### src/rtl/wb_stage_pkg.sv
// Shared types and constants for the write-back stage.
//   LoadType_t   : {ReadMem, Sign, Size[1:0], LR} describing a load in flight
//   RegsWrType_t : {RFWr, HIWr, LOWr} architectural write enables
//   WBSEL_*      : GPR write-value source select
//   SIZE_*       : load access size; SIZE_LWLR marks LWL/LWR, with LR choosing which
package wb_stage_pkg;

    localparam logic [1:0] SIZE_BYTE = 2'b00;
    localparam logic [1:0] SIZE_HALF = 2'b01;
    localparam logic [1:0] SIZE_WORD = 2'b10;
    localparam logic [1:0] SIZE_LWLR = 2'b11;

    localparam logic [1:0] WBSEL_ALUOUT = 2'b00;
    localparam logic [1:0] WBSEL_OUTB   = 2'b01;
    localparam logic [1:0] WBSEL_DMOUT  = 2'b10;

    typedef struct packed {
        logic       ReadMem;
        logic       Sign;
        logic [1:0] Size;
        logic       LR;
    } LoadType_t;

    typedef struct packed {
        logic RFWr;
        logic HIWr;
        logic LOWr;
    } RegsWrType_t;

    typedef enum logic {
        HOLD_IDLE = 1'b0,
        HOLD_HELD = 1'b1
    } hold_state_t;

endpackage

### src/rtl/wb_stage_load.sv
// load_align: combinational alignment and extension of DCache read data.
// Ports:
//   dm_i    raw 32-bit load data (little-endian word)
//   rt_i    rt register value, merge source for LWL/LWR
//   addr_i  effective address bits [1:0]
//   sign_i  sign-extend byte/half results
//   size_i  access size (SIZE_*)
//   lr_i    0 = LWL, 1 = LWR (only meaningful with SIZE_LWLR)
//   data_o  aligned 32-bit result
module load_align
    import wb_stage_pkg::*;
(
    input  logic [31:0] dm_i,
    input  logic [31:0] rt_i,
    input  logic [1:0]  addr_i,
    input  logic        sign_i,
    input  logic [1:0]  size_i,
    input  logic        lr_i,
    output logic [31:0] data_o
);

    logic [7:0]  byte_sel;
    logic [15:0] half_sel;

    always_comb begin
        byte_sel = dm_i[7:0];
        case (addr_i)
            2'd1:    byte_sel = dm_i[15:8];
            2'd2:    byte_sel = dm_i[23:16];
            2'd3:    byte_sel = dm_i[31:24];
            default: byte_sel = dm_i[7:0];
        endcase

        half_sel = addr_i[1] ? dm_i[31:16] : dm_i[15:0];

        data_o = dm_i;
        case (size_i)
            SIZE_BYTE: data_o = {{24{sign_i & byte_sel[7]}}, byte_sel};
            SIZE_HALF: data_o = {{16{sign_i & half_sel[15]}}, half_sel};
            SIZE_WORD: data_o = dm_i;
            default: begin
                if (!lr_i) begin
                    // LWL: memory bytes fill the register from the top down
                    case (addr_i)
                        2'd0:    data_o = {dm_i[7:0],  rt_i[23:0]};
                        2'd1:    data_o = {dm_i[15:0], rt_i[15:0]};
                        2'd2:    data_o = {dm_i[23:0], rt_i[7:0]};
                        default: data_o = dm_i;
                    endcase
                end else begin
                    // LWR: memory bytes fill the register from the bottom up
                    case (addr_i)
                        2'd0:    data_o = dm_i;
                        2'd1:    data_o = {rt_i[31:24], dm_i[31:8]};
                        2'd2:    data_o = {rt_i[31:16], dm_i[31:16]};
                        default: data_o = {rt_i[31:8],  dm_i[31:24]};
                    endcase
                end
            end
        endcase
    end

endmodule

### src/rtl/wb_stage.sv
// wb_stage: MEM/WB pipeline register, load alignment, GPR write select,
// HI/LO commit, WB bypass/delay-slot exports and debug trace.
// A one-entry hold buffer captures DCache data that arrives while the stage
// is stalled, so the data is still available when the stage finally advances.
//
// State | meaning
// IDLE  | load data (if any) comes straight from DM_RData
// HELD  | load data was captured in hold_q; DM_RData/DM_RValid ignored
//
// Ports: clk/rst; WB_Flush, WB_Wr stage control; MEM_* incoming instruction;
// DM_RData/DM_RValid DCache return; WB_* GPR write, bypass and flag outputs;
// HI/LO architectural registers; debug_wb_* retire trace.
module wb_stage
    import wb_stage_pkg::*;
#(
    parameter bit          DEBUG_EN = 1'b1,
    parameter logic [31:0] RESET_PC = 32'h0
) (
    input  logic        clk,
    input  logic        rst,
    input  logic        WB_Flush,
    input  logic        WB_Wr,
    input  logic [31:0] MEM_ALUOut,
    input  logic [31:0] MEM_OutB,
    input  logic [31:0] MEM_PC,
    input  logic [4:0]  MEM_Dst,
    input  logic [4:0]  MEM_LoadType,
    input  logic [1:0]  MEM_WbSel,
    input  logic [2:0]  MEM_RegsWrType,
    input  logic [31:0] MEM_Hi,
    input  logic [31:0] MEM_Lo,
    input  logic        MEM_IsABranch,
    input  logic        MEM_IsAImmeJump,
    input  logic [31:0] DM_RData,
    input  logic        DM_RValid,
    output logic        WB_RF_We,
    output logic [4:0]  WB_RF_Dst,
    output logic [31:0] WB_Result,
    output logic [4:0]  WB_Dst,
    output logic [2:0]  WB_RegsWrType,
    output logic        WB_LoadPending,
    output logic        WB_IsABranch,
    output logic        WB_IsAImmeJump,
    output logic [31:0] WB_PC,
    output logic [31:0] HI,
    output logic [31:0] LO,
    output logic [31:0] debug_wb_pc,
    output logic [3:0]  debug_wb_rf_wen,
    output logic [4:0]  debug_wb_rf_wnum,
    output logic [31:0] debug_wb_rf_wdata
);

    logic [31:0] alu_q, outb_q, pc_q, hi_in_q, lo_in_q;
    logic [4:0]  dst_q;
    logic [1:0]  wbsel_q;
    LoadType_t   lt_q;
    RegsWrType_t rwt_q;
    logic        br_q, jmp_q;

    hold_state_t state_q, state_d;
    logic [31:0] hold_q, hold_d;
    logic [31:0] hi_q, hi_d, lo_q, lo_d;

    logic [31:0] dm, load_data;
    logic        commit;

    // MEM/WB pipeline register; flush wins over advance
    always_ff @(posedge clk or posedge rst) begin
        if (rst) begin
            alu_q   <= '0;
            outb_q  <= '0;
            pc_q    <= RESET_PC;
            hi_in_q <= '0;
            lo_in_q <= '0;
            dst_q   <= '0;
            wbsel_q <= '0;
            lt_q    <= '0;
            rwt_q   <= '0;
            br_q    <= 1'b0;
            jmp_q   <= 1'b0;
        end else if (WB_Flush) begin
            alu_q   <= '0;
            outb_q  <= '0;
            pc_q    <= RESET_PC;
            hi_in_q <= '0;
            lo_in_q <= '0;
            dst_q   <= '0;
            wbsel_q <= '0;
            lt_q    <= '0;
            rwt_q   <= '0;
            br_q    <= 1'b0;
            jmp_q   <= 1'b0;
        end else if (WB_Wr) begin
            alu_q   <= MEM_ALUOut;
            outb_q  <= MEM_OutB;
            pc_q    <= MEM_PC;
            hi_in_q <= MEM_Hi;
            lo_in_q <= MEM_Lo;
            dst_q   <= MEM_Dst;
            wbsel_q <= MEM_WbSel;
            lt_q    <= LoadType_t'(MEM_LoadType);
            rwt_q   <= RegsWrType_t'(MEM_RegsWrType);
            br_q    <= MEM_IsABranch;
            jmp_q   <= MEM_IsAImmeJump;
        end
    end

    always_ff @(posedge clk or posedge rst) begin
        if (rst) begin
            state_q <= HOLD_IDLE;
            hold_q  <= '0;
            hi_q    <= '0;
            lo_q    <= '0;
        end else begin
            state_q <= state_d;
            hold_q  <= hold_d;
            hi_q    <= hi_d;
            lo_q    <= lo_d;
        end
    end

    always_comb begin
        state_d = state_q;
        hold_d  = hold_q;
        case (state_q)
            HOLD_IDLE: begin
                // data arrived but the stage cannot advance: keep it
                if (lt_q.ReadMem && DM_RValid && !WB_Wr && !WB_Flush) begin
                    state_d = HOLD_HELD;
                    hold_d  = DM_RData;
                end
            end
            HOLD_HELD: begin
                if (WB_Wr || WB_Flush) begin
                    state_d = HOLD_IDLE;
                    hold_d  = '0;
                end
            end
            default: state_d = HOLD_IDLE;
        endcase
    end

    assign dm             = (state_q == HOLD_HELD) ? hold_q : DM_RData;
    assign WB_LoadPending = lt_q.ReadMem & (state_q != HOLD_HELD) & ~DM_RValid;
    // the only cycle an instruction writes architectural state is when it leaves WB
    assign commit         = WB_Wr & ~WB_LoadPending;

    always_comb begin
        hi_d = hi_q;
        lo_d = lo_q;
        if (rwt_q.HIWr && commit) hi_d = hi_in_q;
        if (rwt_q.LOWr && commit) lo_d = lo_in_q;
    end

    load_align u_load_align (
        .dm_i   (dm),
        .rt_i   (outb_q),
        .addr_i (alu_q[1:0]),
        .sign_i (lt_q.Sign),
        .size_i (lt_q.Size),
        .lr_i   (lt_q.LR),
        .data_o (load_data)
    );

    always_comb begin
        case (wbsel_q)
            WBSEL_OUTB:  WB_Result = outb_q;
            WBSEL_DMOUT: WB_Result = load_data;
            default:     WB_Result = alu_q;
        endcase
    end

    assign WB_RF_We       = rwt_q.RFWr & commit;
    assign WB_RF_Dst      = dst_q;
    assign WB_Dst         = dst_q;
    assign WB_RegsWrType  = rwt_q;
    assign WB_IsABranch   = br_q;
    assign WB_IsAImmeJump = jmp_q;
    assign WB_PC          = pc_q;
    assign HI             = hi_q;
    assign LO             = lo_q;

    generate
        if (DEBUG_EN) begin : g_debug
            assign debug_wb_pc       = pc_q;
            assign debug_wb_rf_wen   = {4{WB_RF_We}};
            assign debug_wb_rf_wnum  = dst_q;
            assign debug_wb_rf_wdata = WB_Result;
        end else begin : g_no_debug
            assign debug_wb_pc       = '0;
            assign debug_wb_rf_wen   = '0;
            assign debug_wb_rf_wnum  = '0;
            assign debug_wb_rf_wdata = '0;
        end
    endgenerate

endmodule

### config.mk
export PLATFORM = sky130hd
export DESIGN_NAME = wb_stage
export DESIGN_NICKNAME = d
export VERILOG_FILES = /design/src/rtl/wb_stage_pkg.sv /design/src/rtl/wb_stage_load.sv /design/src/rtl/wb_stage.sv
export SDC_FILE = /design/constraint.sdc
export NUM_CORES = 1
export LEC_CHECK = 0
export CORE_UTILIZATION = 48
export DETAILED_ROUTE_END_ITERATION = 12
export PLACE_DENSITY = 0.86
export SKIP_LAST_GASP = 1
export SLEW_MARGIN = 10
export SYNTH_ARGS = -nofsm -noshare
export SYNTH_HDL_FRONTEND = slang
export SYNTH_SLANG_ARGS = --single-unit
### constraint.sdc
create_clock -name clk -period 10.5 [get_ports clk]
set_input_delay 1.05 -clock clk [delete_from_list [all_inputs] [get_ports clk]]
set_output_delay 1.05 -clock clk [all_outputs]
set_load 0.1 [all_outputs]
Word level (Yosys, flattened, before mapping). Cells that the tools add are included.

Eq/ne operators: 9. Muxes and demuxes: 36. Bitwise operators: 9. Reductions and logical operators: 12.

Operators with widths (count): 2-to-1 mux 32 bit (14); one-hot mux 32 bit (3 select lines) (3); one-hot mux 32 bit (2 select lines) (2); one-hot mux 8 bit (3 select lines) (1); 2-to-1 mux 5 bit (4); 2-to-1 mux 16 bit (1); equality test 2 bit (second input constant) (4); bitwise AND 1 bit (6); equality test 2 x 1 -> 1 bit (second input constant) (3); 2-to-1 mux 1 bit (6); 2-to-1 mux 3 bit (2); logical AND 1 bit (5); logical NOT 2 bit (2); 2-to-1 mux 2 bit (2); NOT 1 bit (3); logical NOT 1 bit (2); inequality test 2 x 1 -> 1 bit (second input constant) (1); inequality test 2 bit (second input constant) (1); one-hot mux 1 bit (2 select lines) (1); AND reduction 2 bit (1); nonzero test 2 bit (1); logical OR 1 bit (1).

Bits in registers: 274. Bits of input ports: 214. Output and inout bits: 218. Logic and storage cells: 86.

Logic depth before layout (Yosys ltp).
Depth in word-level cells: 6. Mapped depth: 11.

Modules after synthesis. Synthesis repeated with hierarchy kept, for this count alone.

Cells, all modules: 1432. Area total of the unflattened synthesis: 15163.3 um^2.

By module, submodules not included: wb_stage (times used 1, cells each 1116, area each 12659.6 um^2); load_align (times used 1, cells each 316, area each 2503.7 um^2).

Least setup slack after synthesis. Ideal clock, no wire load.

Kind: input to output. Start point: input port DM_RData[23]. End point: output port debug_wb_rf_wdata[10]. Arrival: 4832 ps. Slack: 4618 ps. Cell stages on the path: 6. Path buffers: 1. Path through: mux2i_1 -> mux4_2 -> nor2_1 -> nor2_1 -> a222oi_1 -> buf_4.

Cells in the longest elaborated chain, start to end: 5.

Ends and longest elaborated chain: start: declaration (RTL line wb_stage.sv:34) `input logic [31:0] DM_RData,`; 2-to-1 mux 32 bit (RTL line wb_stage.sv:143) `assign dm = (state_q == HOLD_HELD) ? hold_q : DM_RData;`; one-hot mux 8 bit (3 select lines) (RTL line wb_stage_load.sv:27) `case (addr_i)`; bitwise AND 1 bit (RTL line wb_stage_load.sv:38) `SIZE_BYTE: data_o = {{24{sign_i & byte_sel[7]}}, byte_sel};`; one-hot mux 32 bit (3 select lines) (RTL line wb_stage_load.sv:37) `case (size_i)`; one-hot mux 32 bit (2 select lines) (RTL line wb_stage.sv:166) `case (wbsel_q)`; end: declaration (RTL line wb_stage.sv:50) `output logic [31:0] debug_wb_rf_wdata`.

Every way passes these cells.

Worst setup path after layout.
Start point: register alu_q[1]. End point: output port WB_Result[11].

Cells in the longest elaborated chain, start to end: 5. Elaborated cells on any way between the ends: 12. Classes of those cells: 3 x eq/ne; 7 x mux; 1 x bitwise; 1 x reduce/logical.

Ends and longest elaborated chain: start: declaration (RTL line wb_stage.sv:53) `logic [31:0] alu_q, outb_q, pc_q, hi_in_q, lo_in_q;`; start signal: assignment (RTL line wb_stage.sv:94) `alu_q <= MEM_ALUOut;`; equality test 2 bit, or another cell as far along (RTL line wb_stage_load.sv:27, wb_stage_load.sv:44, wb_stage_load.sv:52); one-hot mux 32 bit (3 select lines), or another cell as far along (RTL line wb_stage_load.sv:44) `case (addr_i)`; 2-to-1 mux 32 bit / bitwise AND 1 bit (equally long branches) (RTL line wb_stage_load.sv:42, wb_stage_load.sv:38); one-hot mux 32 bit (3 select lines) * (RTL line wb_stage_load.sv:37); one-hot mux 32 bit (2 select lines) * (RTL line wb_stage.sv:166); end: declaration (RTL line wb_stage.sv:38) `output logic [31:0] WB_Result,`.

Every way passes the cells marked *; elsewhere a longest branch is shown, timed or not.

==> results.md <==
- WL met2: 23.1 mm
- Clock-pin slew on the worst setup and hold paths: 60 ps
- Worst vdd ir: 213 uV
- TNS Setup: 0 ps
- CTS max path bufs: 3
- Fillers: 2305
- Post-synth top cells: 274 x dfrtp_1, 244 x nor2_1, 230 x mux2i_1, 95 x nand2_1, 89 x mux2_2
- Largest cells by area after synthesis: dfrtp_1 47%, mux2i_1 16%, mux2_2 6.8%
- Initial antenna violation count: 11
- DRT Pass-1 Iters: 10
- Compound-Gate Fraction of Synth Area: 10.5%
- Cells after synthesis: 1399
- Post-Syn Area: 14700 um^2
- Routed len/inst: 22.5 um
- Slew HR: 27.2%
- Arr. time, crit path: 4970 ps
- Async set-reset flop share out of synthesis: 100%
- Gp weighted congestion: 0.974
- Final setup fails: 0
- Via count: 12336
- Overflow after GRT: 0
- Largest family of logic cells by synthesized area: multiplexers
- Nets: 1914
- CTS H-tree depth: 1
- Fin. Hold Viols: 0
- CP Capture Type: output port
- RSZ-0062 raised after global routing: no
- Die Footprint: 31400 um^2
- Share of layout cells above drive strength 1: 10.7%
- Clock sink count: 274
- TritonCTS clock tree: built
- Count leader, synth: dfrtp_1
- Die height: 177 um
- Post-synthesis mux area share: 24.5%
- Seq/Total Area, Yosys: 46.5%
- Yosys reg bits: 274
- Critical path startpoint category: flip-flop
- CTS resizes: 0
- Clock Tree Root: clkbuf_16
- Footprint of the multi-input gates: 6760 um^2
- Total chip power: 3.71 mW
- Syn Area/Cell: 10.5 um^2
- Hold buffers post-CTS: 0
- Starting Density: 49.2%
- Power Density: 187 nW/um^2
- Remaining DRCs: 0
- Detailed-route vias per instance: 5.82
- Reg area: 6860 um^2
- CTS buffer count: 31
- Hold Crit Class: flip-flop to flip-flop
- Worst slew pin tran: 1090 ps
- DR iter-0 viols: 1493
- Chip width: 177 um
- Tmin final: 6020 ps
- Post-Synth Simple-Gate Area: 10.6%
- Number of buffers added on ports: 431
- Yosys warnings: 0
- Area Overhead vs Synth: 34.3%
- Tcrit/Tclk final: 57.3%
- Total GRT Usage: 29.9%
- Unique masters post-synth: 49
- Slew Viols, Final: 0
- Synth area leader: dfrtp_1
- Req. time, crit path: 9450 ps
- Syn nets: 1615
- Vias in the first global route: 12304
- Met3 routed WL: 4.50 mm
- Global-route wire length before repair: 71.8 mm
- Max Fclk: 0.166 GHz
- Final setup skew: 13.0 ps
- Post-synth EDFFs: 0
- Largest net degree at the start of global routing: 129
- Layout Utilization: 66.1%
- Status: finished, final reports clean
- Routed wire length: 47.7 mm
- Max layer used: met5
- Synth top area share: 46.5%
- Setup bufs post-CTS: 0
- XOR/XNOR share of the synthesized area: 0%
- Predominant post-synthesis flop cell: dfrtp_1
- Post-route ant nets: 0
- Max Cap Viol: 0
- Crit Path Max Fanout: 45
- Core footprint: 30000 um^2
- Synth Area in Adders: 0.170%
- M1 wire length: 17.7 mm
- Worst skew pair latency: 570 ps
- Leak: 8.72 nW
- Placed wire-length estimate: 33.3 mm
- Row count: 63
- IO Pins: 432
- Worst Setup Path Type: flip-flop to output port
==> critical path: stages (launching register included) <==
cell and delay (ps):
dfrtp_4 760, buf_4 630, mux2i_1 190, mux4_2 640, o21ai_0 330, a221oi_1 80, o21ai_0 490, clkdlybuf4s50_1 1240
==> cell families after synthesis <==
kind of cell / count (synthesis)
muxes: 332
AOI/OAI and AO/OA: 210
DFF: 274
and+or+nand+nor: 388
adders and majority gates: 2
buffers and inverters: 193
==> sequential cells by signal (all words and copies together) (netlist names) <==
name and flops:
wbsel_q 2, WB_IsAImmeJump 1, outb_q 32, lt_q 5, WB_RegsWrType 3, alu_q 32
WB_PC 32, HI 32, LO 32, lo_in_q 32, hi_in_q 32, WB_IsABranch 1
hold_q 32, state_q 1, WB_Dst 5
==> final timing paths <==
| check | slack, ps | to | depth (start not counted) | from |
|---|---|---|---|---|
| hold / removal | 500 | LO[2] | 1 | lo_in_q[2] |
| min in group asynchronous | 1090 | lo_in_q[25] | 2 | rst |
| hold reg to reg | 500 | LO[2] | 1 | lo_in_q[2] |
| setup / recovery | 4480 | WB_Result[11] | 7 | alu_q[1] |
| setup reg to reg | 7770 | hold_q[24] | 5 | state_q |
| max in group asynchronous | 7850 | hi_in_q[19] | 3 | rst |
==> metal layers <==
metal	track usage (%)	vias up
met3	8.18	134
met4	14.2	2
met2	49.1	685
li1	-	5486
met5	0	-
met1	36.4	6029
==> layout by cell type, fill, tap and decap left out, drive strengths merged, types with 12 or more instances in the layout <==
cell           instances
mux2i                230
mux2                  89
nand3                 17
buf                   18
o21ai                 42
clkdlybuf4s50        429
dfrtp                274
nor2b                 13
clkbuf                36
mux4                  13
o221ai                12
a22o                  33
inv                   12
o211ai                14
a211oi                14
nand2                 95
a21oi                 30
nor2                 244
a221o                 15
==> power by group <==
part	switching, mW	leakage, nW	internal (mW)	total (mW)
sequential	0.0869	3.63	1.16	1.25
combinational	0.865	4.52	0.351	1.22
clock	0.455	0.564	0.791	1.25
total	1.41	8.72	2.30	3.71
==> final cells by class <==
class,instances,share of cell area [%]
clock inverter,20,1.83
tap,390,2.47
timing repair buffer,447,22.4
clock buffer,36,4.07
sequential,274,34.7
antenna,8,0.101
multi-input combinational,932,34.1
inverter,12,0.266
==> through the flow <==
stage / instances / instance area (um^2) / hold WS [ps] / setup WS (ps)
finish: 2119 / 19800 / 505 / 4480
global route: 2116 / 19800 / 519 / 4180
CTS: 2111 / 19800 / 508 / 4540
detailed placement: 2055 / 18600 / 492 / 5050
global placement: 2055 / 18600 / 484 / 5120
floorplan: 1399 / 14700 / 480 / 1900
Note: power is estimated with default switching activity, not from simulation.
